File: config.mk
export PLATFORM = sky130hd
export DESIGN_NAME = i2c_write_master
export DESIGN_NICKNAME = d
export VERILOG_FILES = /design/src/rtl/i2c_pkg.sv /design/src/rtl/i2c_phase_gen.sv /design/src/rtl/i2c_write_master.sv
export SDC_FILE = /design/constraint.sdc
export NUM_CORES = 1
export LEC_CHECK = 0
export BUFFER_PORTS_ARGS = -buffer_cell sky130_fd_sc_hd__buf_2
export CAP_MARGIN = 10
export CELL_PAD_IN_SITES_DETAIL_PLACEMENT = 1
export CELL_PAD_IN_SITES_GLOBAL_PLACEMENT = 2
export CORE_MARGIN = 5
export CORE_UTILIZATION = 35
export CTS_CLUSTER_SIZE = 8
export DETAILED_ROUTE_END_ITERATION = 12
export GPL_TIMING_DRIVEN = 0
export PLACE_DENSITY = 0.76
export SYNTH_ARGS = -nofsm -noshare
export SYNTH_HDL_FRONTEND = slang
export SYNTH_SLANG_ARGS = --single-unit
export TNS_END_PERCENT = 30
File: constraint.sdc
create_clock -name clk_i -period 2 [get_ports clk_i]
set_input_delay 0.1 -clock clk_i [delete_from_list [all_inputs] [get_ports clk_i]]
set_output_delay 0.1 -clock clk_i [all_outputs]
set_load 0.1 [all_outputs]
File: src/rtl/i2c_pkg.sv
// Shared encodings for the I2C write master: FSM state codes, quarter indices
// and the per-state SCL/SDA drive table.
package i2c_pkg;

    localparam logic [2:0] ST_IDLE     = 3'd0;
    localparam logic [2:0] ST_START    = 3'd1;
    localparam logic [2:0] ST_ADDR     = 3'd2;
    localparam logic [2:0] ST_ADDR_ACK = 3'd3;
    localparam logic [2:0] ST_DATA     = 3'd4;
    localparam logic [2:0] ST_DATA_ACK = 3'd5;
    localparam logic [2:0] ST_STOP     = 3'd6;

    localparam logic [1:0] Q0 = 2'd0;
    localparam logic [1:0] Q1 = 2'd1;
    localparam logic [1:0] Q2 = 2'd2;
    localparam logic [1:0] Q3 = 2'd3;

    localparam int BIT_CNT_W = 3;

    // Returns {scl, sda_oe} for one quarter of one slot; data_bit is the bit on the wire.
    function automatic logic [1:0] bus_levels(input logic [2:0] state,
                                              input logic [1:0] quarter,
                                              input logic       data_bit);
        logic scl_hi;
        scl_hi = (quarter == Q2) || (quarter == Q3);
        case (state)
            ST_START:                 bus_levels = {1'b1, scl_hi};
            ST_ADDR, ST_DATA:         bus_levels = {scl_hi, ~data_bit};
            ST_ADDR_ACK, ST_DATA_ACK: bus_levels = {scl_hi, 1'b0};
            ST_STOP:                  bus_levels = {quarter != Q0, (quarter == Q0) || (quarter == Q1)};
            default:                  bus_levels = 2'b10;
        endcase
    endfunction

endpackage

File: src/rtl/i2c_phase_gen.sv
// Quarter-period timebase: DIV-cycle divider plus a 2-bit quarter index, held
// at zero while disabled so every transfer starts on q0.
module i2c_phase_gen
    import i2c_pkg::*;
#(
    parameter int DIV = 4
) (
    input  logic       clk_i,
    input  logic       reset_i,
    input  logic       en_i,
    output logic       tick_o,
    output logic       slot_end_o,
    output logic [1:0] quarter_o,
    output logic [1:0] quarter_d_o
);

    localparam int CNT_W = (DIV > 1) ? $clog2(DIV) : 1;

    logic [CNT_W-1:0] cnt_q, cnt_d;
    logic [1:0]       quarter_q, quarter_d;

    assign tick_o      = en_i && (cnt_q == CNT_W'(DIV - 1));
    assign slot_end_o  = tick_o && (quarter_q == Q3);
    assign quarter_o   = quarter_q;
    assign quarter_d_o = quarter_d;

    always_comb begin
        cnt_d     = '0;
        quarter_d = Q0;
        if (en_i) begin
            cnt_d     = tick_o ? '0 : cnt_q + 1'b1;
            quarter_d = tick_o ? quarter_q + 2'd1 : quarter_q;
        end
    end

    always_ff @(posedge clk_i or negedge reset_i) begin
        if (!reset_i) begin
            cnt_q     <= '0;
            quarter_q <= Q0;
        end else begin
            cnt_q     <= cnt_d;
            quarter_q <= quarter_d;
        end
    end

endmodule

File: src/rtl/i2c_write_master.sv
// One I2C write (START, addr+W, ACK, data, ACK, STOP) per byte from the SPI side,
// with a one-entry hold register in front of the shift register.
module i2c_write_master
    import i2c_pkg::*;
#(
    parameter int         WIDTH      = 8,
    parameter logic [6:0] SLAVE_ADDR = 7'h50,
    parameter int         DIV        = 4
) (
    input  logic             clk_i,
    input  logic             reset_i,
    input  logic [WIDTH-1:0] data_i,
    input  logic             data_valid_i,
    output logic             ready_o,
    output logic             busy_o,
    output logic             done_o,
    output logic             ack_err_o,
    output logic             overflow_o,
    output logic             scl_o,
    output logic             sda_oe_o,
    input  logic             sda_i
);

    localparam logic [WIDTH-1:0] ADDR_BYTE = WIDTH'({SLAVE_ADDR, 1'b0});

    logic [2:0]           state_q, state_d;
    logic [BIT_CNT_W-1:0] bit_cnt_q, bit_cnt_d;
    logic [WIDTH-1:0]     shift_q, shift_d;
    logic [WIDTH-1:0]     data_q, data_d;
    logic [WIDTH-1:0]     hold_q, hold_d;
    logic                 hold_full_q, hold_full_d;
    logic                 ack_bit_q, ack_bit_d;
    logic                 ack_err_q, ack_err_d;
    logic                 ovf_q, ovf_d;
    logic                 done_q, done_d;
    logic                 scl_q, scl_d;
    logic                 sda_oe_q, sda_oe_d;

    logic       tick, slot_end, sample, start;
    logic [1:0] quarter, quarter_d;

    i2c_phase_gen #(.DIV(DIV)) u_phase (
        .clk_i      (clk_i),
        .reset_i    (reset_i),
        .en_i       (state_q != ST_IDLE),
        .tick_o     (tick),
        .slot_end_o (slot_end),
        .quarter_o  (quarter),
        .quarter_d_o(quarter_d)
    );

    assign sample = tick && (quarter == Q2);
    assign start  = (state_q == ST_IDLE) && hold_full_q;

    assign ready_o    = !hold_full_q;
    assign busy_o     = (state_q != ST_IDLE);
    assign done_o     = done_q;
    assign ack_err_o  = ack_err_q;
    assign overflow_o = ovf_q;
    assign scl_o      = scl_q;
    assign sda_oe_o   = sda_oe_q;

    // A strobe in the same cycle the hold register drains into START is kept.
    always_comb begin
        hold_d      = hold_q;
        hold_full_d = hold_full_q;
        ovf_d       = ovf_q;
        if (start) hold_full_d = 1'b0;
        if (data_valid_i) begin
            if (!hold_full_q || start) begin
                hold_d      = data_i;
                hold_full_d = 1'b1;
            end else begin
                ovf_d = 1'b1;
            end
        end
    end

    always_comb begin
        state_d   = state_q;
        bit_cnt_d = bit_cnt_q;
        shift_d   = shift_q;
        data_d    = data_q;
        ack_bit_d = ack_bit_q;
        ack_err_d = ack_err_q;
        case (state_q)
            ST_IDLE: begin
                if (start) begin
                    state_d   = ST_START;
                    data_d    = hold_q;
                    shift_d   = ADDR_BYTE;
                    ack_err_d = 1'b0;
                end
            end
            ST_START: begin
                if (slot_end) begin
                    state_d   = ST_ADDR;
                    bit_cnt_d = '0;
                end
            end
            ST_ADDR, ST_DATA: begin
                if (slot_end) begin
                    shift_d = shift_q << 1;
                    if (bit_cnt_q == BIT_CNT_W'(WIDTH - 1)) begin
                        state_d = (state_q == ST_ADDR) ? ST_ADDR_ACK : ST_DATA_ACK;
                    end else begin
                        bit_cnt_d = bit_cnt_q + 1'b1;
                    end
                end
            end
            ST_ADDR_ACK: begin
                if (sample) ack_bit_d = sda_i;
                if (slot_end) begin
                    if (ack_bit_q) begin
                        ack_err_d = 1'b1;
                        state_d   = ST_STOP;
                    end else begin
                        state_d   = ST_DATA;
                        shift_d   = data_q;
                        bit_cnt_d = '0;
                    end
                end
            end
            ST_DATA_ACK: begin
                if (sample) ack_bit_d = sda_i;
                if (slot_end) begin
                    if (ack_bit_q) ack_err_d = 1'b1;
                    state_d = ST_STOP;
                end
            end
            ST_STOP: begin
                if (slot_end) state_d = ST_IDLE;
            end
            default: state_d = ST_IDLE;
        endcase
    end

    // Bus pins are registered from next-state values so they line up with state_q.
    assign done_d = (state_q == ST_STOP) && slot_end;
    assign {scl_d, sda_oe_d} = bus_levels(state_d, quarter_d, shift_d[WIDTH-1]);

    always_ff @(posedge clk_i or negedge reset_i) begin
        if (!reset_i) begin
            state_q     <= ST_IDLE;
            bit_cnt_q   <= '0;
            shift_q     <= '0;
            data_q      <= '0;
            hold_q      <= '0;
            hold_full_q <= 1'b0;
            ack_bit_q   <= 1'b0;
            ack_err_q   <= 1'b0;
            ovf_q       <= 1'b0;
            done_q      <= 1'b0;
            scl_q       <= 1'b1;
            sda_oe_q    <= 1'b0;
        end else begin
            state_q     <= state_d;
            bit_cnt_q   <= bit_cnt_d;
            shift_q     <= shift_d;
            data_q      <= data_d;
            hold_q      <= hold_d;
            hold_full_q <= hold_full_d;
            ack_bit_q   <= ack_bit_d;
            ack_err_q   <= ack_err_d;
            ovf_q       <= ovf_d;
            done_q      <= done_d;
            scl_q       <= scl_d;
            sda_oe_q    <= sda_oe_d;
        end
    end

endmodule

== After elaboration in Yosys (flattened, before gate mapping) ==
Cells that the tools add are included.

* Input bits: 12
* Logic and storage cells: 107
* Output and inout bits: 7
* Register bits: 41

* Reduce and logical (&&, ||, !) cells: 27
* Bitwise operators: 2
* Add/subtract/negate cells: 3
* Multiplexer cells: 33
* Equality and inequality tests: 27

{| class="wikitable"
|+ Operators by type and width
! operator !! number
|-
| two-way mux 3 bit || 13
|-
| two-way mux 8 bit || 4
|-
| one-hot mux 8 bit (3 select lines) || 1
|-
| equality test 3 bit, second input constant || 7
|-
| one-hot mux 3 bit (6 select lines) || 1
|-
| equality test 3 x 2 -> 1 bit, second input constant || 4
|-
| inequality test 2 bit, second input constant || 6
|-
| equality test 2 bit, second input constant || 5
|-
| two-way mux 2 bit || 5
|-
| one-hot mux 3 bit (3 select lines) || 1
|-
| nonzero test 3 bit || 3
|-
| one-hot mux 2 bit (4 select lines) || 1
|-
| AND reduction 2 bit || 4
|-
| OR reduction 2 bit || 4
|-
| equality test 3 x 1 -> 1 bit, second input constant || 2
|-
| two-way mux 1 bit || 6
|-
| AND reduction 6 bit || 1
|-
| logical AND 1 bit || 5
|-
| AND reduction 5 bit || 1
|-
| adder 2 x 1 -> 2 bit, second input constant || 2
|-
| inequality test 2 x 1 -> 1 bit, second input constant || 2
|-
| AND reduction 4 bit || 1
|-
| nonzero test 2 bit || 2
|-
| adder 3 x 1 -> 3 bit, second input constant || 1
|-
| other kinds (7) || 10
|}

== Depth between registers and ports, before layout ==
* Word-level depth: 8
* Mapped depth: 8
* Mapped depth without buffers: 7

== Cells and area by module ==
A second synthesis with hierarchy kept.

* Cell total of the unflattened synthesis: 161
* Area, all modules: 2,039.5 µm²

{| class="wikitable"
|+ By module, submodules not included
! module !! area each (µm²) !! sequential area each (µm²) !! instances !! cells each
|-
| i2c_write_master || 1,854.3 || 927.1 || 1 || 146
|-
| i2c_phase_gen || 185.2 || 100.1 || 1 || 15
|}

== Least setup slack after synthesis ==
No wires, ideal clock.

* Kind: register to register
* Start: register hold_full_q
* End: register sda_oe_q (netlist: sda_oe_o)
* Data arrival time: 1,833 ps
* Stages on the path, launching flop included: 6
* Data required time: 1,896 ps
* Buffers on the path: 0
* Clock period less this slack: 1,937 ps
* Slack: 63 ps
* Library setup time: 104 ps
* Path through: dfrtp_1 > inv_1 > o22ai_1 > a221oi_1 > a21oi_1 > o41ai_2

* Longest elaborated chain between the ends: 6
* Elaborated cells on any way between the ends: 15
* Those cells by class: 6 x eq/ne; 5 x mux; 1 x bitwise; 3 x reduce/logical

{| class="wikitable"
|+ Ends and longest elaborated chain
! what !! line !! source
|-
| start, declared || i2c_write_master.sv:31 || <nowiki>logic hold_full_q, hold_full_d;</nowiki>
|-
| start signal, assigned || i2c_write_master.sv:162 || <nowiki>hold_full_q <= hold_full_d;</nowiki>
|-
| logical AND 1 bit (*) || i2c_write_master.sv:53 || <nowiki>assign start = (state_q == ST_IDLE) && hold_full_q;</nowiki>
|-
| two-way mux 3 bit (*) || i2c_write_master.sv:88 || <nowiki>if (start) begin</nowiki>
|-
| one-hot mux 3 bit (6 select lines) (*) || i2c_write_master.sv:86 || <nowiki>case (state_q)</nowiki>
|-
| net state_d[0] || i2c_write_master.sv:26 || <nowiki>logic [2:0] state_q, state_d;</nowiki>
|-
| equality test 3 x 2 -> 1 bit or equality test 3 bit (tied branches) || i2c_pkg.sv:26 || <nowiki>case (state)</nowiki>
|-
| OR reduction 2 bit || i2c_pkg.sv:26 ||
|-
| one-hot mux 2 bit (4 select lines) (*) || i2c_pkg.sv:26 ||
|-
| net sda_oe_d || i2c_write_master.sv:37 || <nowiki>logic sda_oe_q, sda_oe_d;</nowiki>
|-
| end signal, assigned || i2c_write_master.sv:168 || <nowiki>sda_oe_q <= sda_oe_d;</nowiki>
|-
| end, declared || i2c_write_master.sv:37 ||
|}

The timed path passes the listed nets; every way through them passes the cells marked *. The select of a mux whose other input is x is not followed.
A chain may end at the register's enable or synchronous reset.

== Worst setup path after layout ==
* Start: register state_q[2]
* End: register sda_oe_q (netlist: sda_oe_o)

* Elaborated cells on any way between the ends: 43
* Those cells by class: 15 x eq/ne; 16 x mux; 1 x bitwise; 11 x reduce/logical

{| class="wikitable"
|+ RTL lines
! what !! line !! source
|-
| start, declared || i2c_write_master.sv:26 ||
|-
| start signal, assigned || i2c_write_master.sv:157 || <nowiki>state_q <= state_d;</nowiki>
|-
| nonzero test 3 bit || i2c_write_master.sv:45 || <nowiki>.en_i (state_q != ST_IDLE),</nowiki>
|-
| logical AND 1 bit || i2c_phase_gen.sv:22 || <nowiki>assign tick_o = en_i && (cnt_q == CNT_W'(DIV - 1));</nowiki>
|-
| logical AND 1 bit || i2c_phase_gen.sv:23 || <nowiki>assign slot_end_o = tick_o && (quarter_q == Q3);</nowiki>
|-
| two-way mux 8 bit (on tied branches) || i2c_write_master.sv:113, i2c_write_master.sv:102 ||
|-
| one-hot mux 8 bit (3 select lines) (*) || i2c_write_master.sv:86 ||
|-
| net shift_d[7] || i2c_write_master.sv:28 || <nowiki>logic [WIDTH-1:0] shift_q, shift_d;</nowiki>
|-
| inverter 1 bit (*) || i2c_pkg.sv:28 || <nowiki>ST_ADDR, ST_DATA: bus_levels = {scl_hi, ~data_bit};</nowiki>
|-
| one-hot mux 2 bit (4 select lines) (*) || i2c_pkg.sv:26 ||
|-
| net sda_oe_d || i2c_write_master.sv:37 ||
|}

Marks and branches as above.

==> reports/results.txt <==
Worst-Skew Late Latency: 290 ps
Slew @ Worst Pin: 927 ps
TritonCTS clock tree: yes
Area leader, netlist: dfrtp_1
Pins Over Slew Limit: 0
Most common cell after layout, fill and taps aside: dfrtp_1
Synth top area cells: dfrtp_1 51%, mux2_2 11%, ha_1 3.2%, a22o_1 2.7%, nand2_1 2.5%
Peak Freq: 0.507 GHz
Post-synthesis cell area: 0.00196 mm2
P_leak: 0.00111 uW
DRT iter0 DRCs: 62
Clock buffer depth: 2
Final hold violation count: 0
GP Congestion: 0.843
CTS Root Buffer Type: clkbuf_8
Startpoint types: flop
Ports: 19
Clock transition at the registers of the reported paths: 80 ps
Synth Flop Type: dfrtp_1
Status: completed
Design Power: 3720 uW
ANT cells: 0
Setup_tns: 0 ps
Number of global-route vias before repair: 1,570
Die W: 84.8 um
Num CTS Buffers: 5
Max-slew headroom: 38.2%
Layout Utilization: 42.6%
Number of core rows: 27
Setup CP Type: flop to flop
Worst path required time: 2180 ps
Area delta synth->final: 19.2%
GRT Overall Usage: 12.8%
Synth Instances: 170
Critical path capture point type: flop
Starting Density: 35.8%
Crit path max fanout: 10
Worst hold slack: 37.0 ps
Syn nets: 187
Fin crit period: 1970 ps
Post-synthesis sequential element count: 41
Period utilisation layout: 98.6%
GRT Residual Overflow: 0
Share of layout cells above drive strength 1: 31.5%
Synth unique cells: 46
Post-synth EDFFs: 0
Largest net degree at the start of global routing: 42
IO Port Bufs: 18
Synth async-reset ratio: 100%
Unrepaired setup endpoints after global routing: yes
CTS H-tree depth: 2
Critical path's largest stage delay: 360 ps
First-pass DRT Iterations: 4
Routed len/inst: 15.8 um
Synth warnings: 0
First-pass GRT wire length: 7470 um
Hold WC Path Type: input port to flop
Antenna violations before repair: 0
Register area share after synthesis: 52.5%
Die H: 84.8 um
Final Instance Area: 0.00233 mm2
Setup violations, final: 0
Detail Placement HPWL: 3100 um
Data arrival time of the worst path: 2150 ps
Slowest cell on crit path: dfrtp_1
Placeable core area: 0.00547 mm2
Clock skew: 6.26 ps
Final antenna-violating net count: 0
CP Cell Sequence: buf_2 -> nand2b_1 -> nor3_2 -> o21ba_1 -> a211o_1 -> o41ai_2
Power Dens Cells: 1600 mW/mm2
Layout Nets: 213
Max-Cap Viols: 0
Post-DR vias/cell: 5.19
Drt drc: 0
DR vias: 1,395
Share of the synthesized area in the top cell type: 51.2%
Worst VDD drop: 0.559 mV
CTS sink cnt: 41
Dpl cell area: 0.00214 mm2
DRT Wirelength: 4240 um
Most frequent cells in the layout: 40 x dfrtp_1, 21 x buf_2, 19 x mux2_2
Die area: 0.00719 mm2
Mean Syn Cell Area: 11.5 um2
## cells by family (layout without fill, tap and decap cells)
| family | after synthesis | after routing | share of synthesized area [%] |
|---|---|---|---|
| xor gates and xnor gates | 2 | 2 | 0.895 |
| AOI/OAI and AO/OA | 38 | 38 | 14.5 |
| buffers and inverters | 17 | 44 | 3.64 |
| DFF | 41 | 41 | 52.5 |
| and+or+nand+nor | 43 | 43 | 11.8 |
| adders and majority gates | 6 | 6 | 3.77 |
| muxes | 23 | 23 | 13.0 |
## through the flow
step,instances,setup slack (ps)
finish,269,27.9
floorplan,170,63.1
global placement,260,-315
detailed placement,260,-383
global route,269,-57.4
CTS,269,-43.6
## worst max-delay path, delay by kind of cell, from the launching register on
| kind | cells | cell delay (ps) |
|---|---|---|
| buffers and inverters | 1 | 190 |
| flip-flops | 1 | 360 |
| AND/OR/NAND/NOR | 2 | 550 |
| AO/OA/AOI/OAI | 3 | 770 |
## metal layers
layer | up-vias | share of wire [%] | routed length [um] | GRT usage (%)
met5 | - | 0 | 0 | 0
met4 | 0 | 1.6 | 68 | 3.45
met3 | 9 | 3.6 | 152 | 3.14
met2 | 22 | 51 | 2150 | 22.3
met1 | 708 | 44 | 1860 | 15.7
li1 | 656 | - | - | -
## final cells by class
type	count	area, um2
well taps	72	90.1
clock buffers	5	68.8
fillers	632	3140
repair buffers	20	120
plain buffers	8	37.5
inverters	8	30.0
clock inverters	3	65.1
flip-flops and latches	41	1030
multi-input cells	112	893
## synthesized netlist by cell type (2+ instances only)
| master | n |
|---|---|
| a21o_1 | 6 |
| a21oi_1 | 5 |
| a221oi_1 | 2 |
| a22o_1 | 6 |
| and2_1 | 2 |
| buf_2 | 3 |
| clkbuf_1 | 5 |
| dfrtp_1 | 40 |
| ha_1 | 5 |
| inv_1 | 7 |
| mux2_2 | 19 |
| mux2i_1 | 4 |
| nand2_1 | 13 |
| nand2b_1 | 3 |
| nor2_1 | 7 |
| nor2b_1 | 3 |
| nor3_1 | 7 |
| o21ai_0 | 5 |
## report_power, final
| group | switching [uW] | internal, uW | total, uW |
|---|---|---|---|
| registers | 173 | 1180 | 1350 |
| logic | 962 | 633 | 1600 |
| clock network | 285 | 496 | 781 |
## registers in the layout (all words and copies together), names as in the netlist
signal and flops:
ack_bit_q 1, overflow_o 1, data_q 8, scl_o 1, shift_q 8, u_phase.quarter_o 2
u_phase.cnt_q 2, sda_oe_o 1, hold_full_q 1, done_o 1, bit_cnt_q 3, state_q 3
ack_err_o 1, hold_q 8
## final timing paths
check                      slack [ps]        startpoint                to  cells after the start
min in group asynchronous         460           reset_i      bit_cnt_q[1]                      2
min                                40      data_valid_i       hold_full_q                      2
min reg2reg                       440  u_phase.cnt_q[0]  u_phase.cnt_q[0]                      1
max reg2reg                        30        state_q[2]          sda_oe_o                      6
max in group asynchronous         930           reset_i        shift_q[7]                      2
max                                30        state_q[2]          sda_oe_o                      6
## what timing repair did
item,4_1_cts,5_1_grt
hold buffers,1,0
endpoints found under the hold margin,40,0
pin swaps,1,1
setup endpoints to repair,16,23
resized for setup,4,2
setup buffers,0,1
Power figures use the tool's default switching activity.
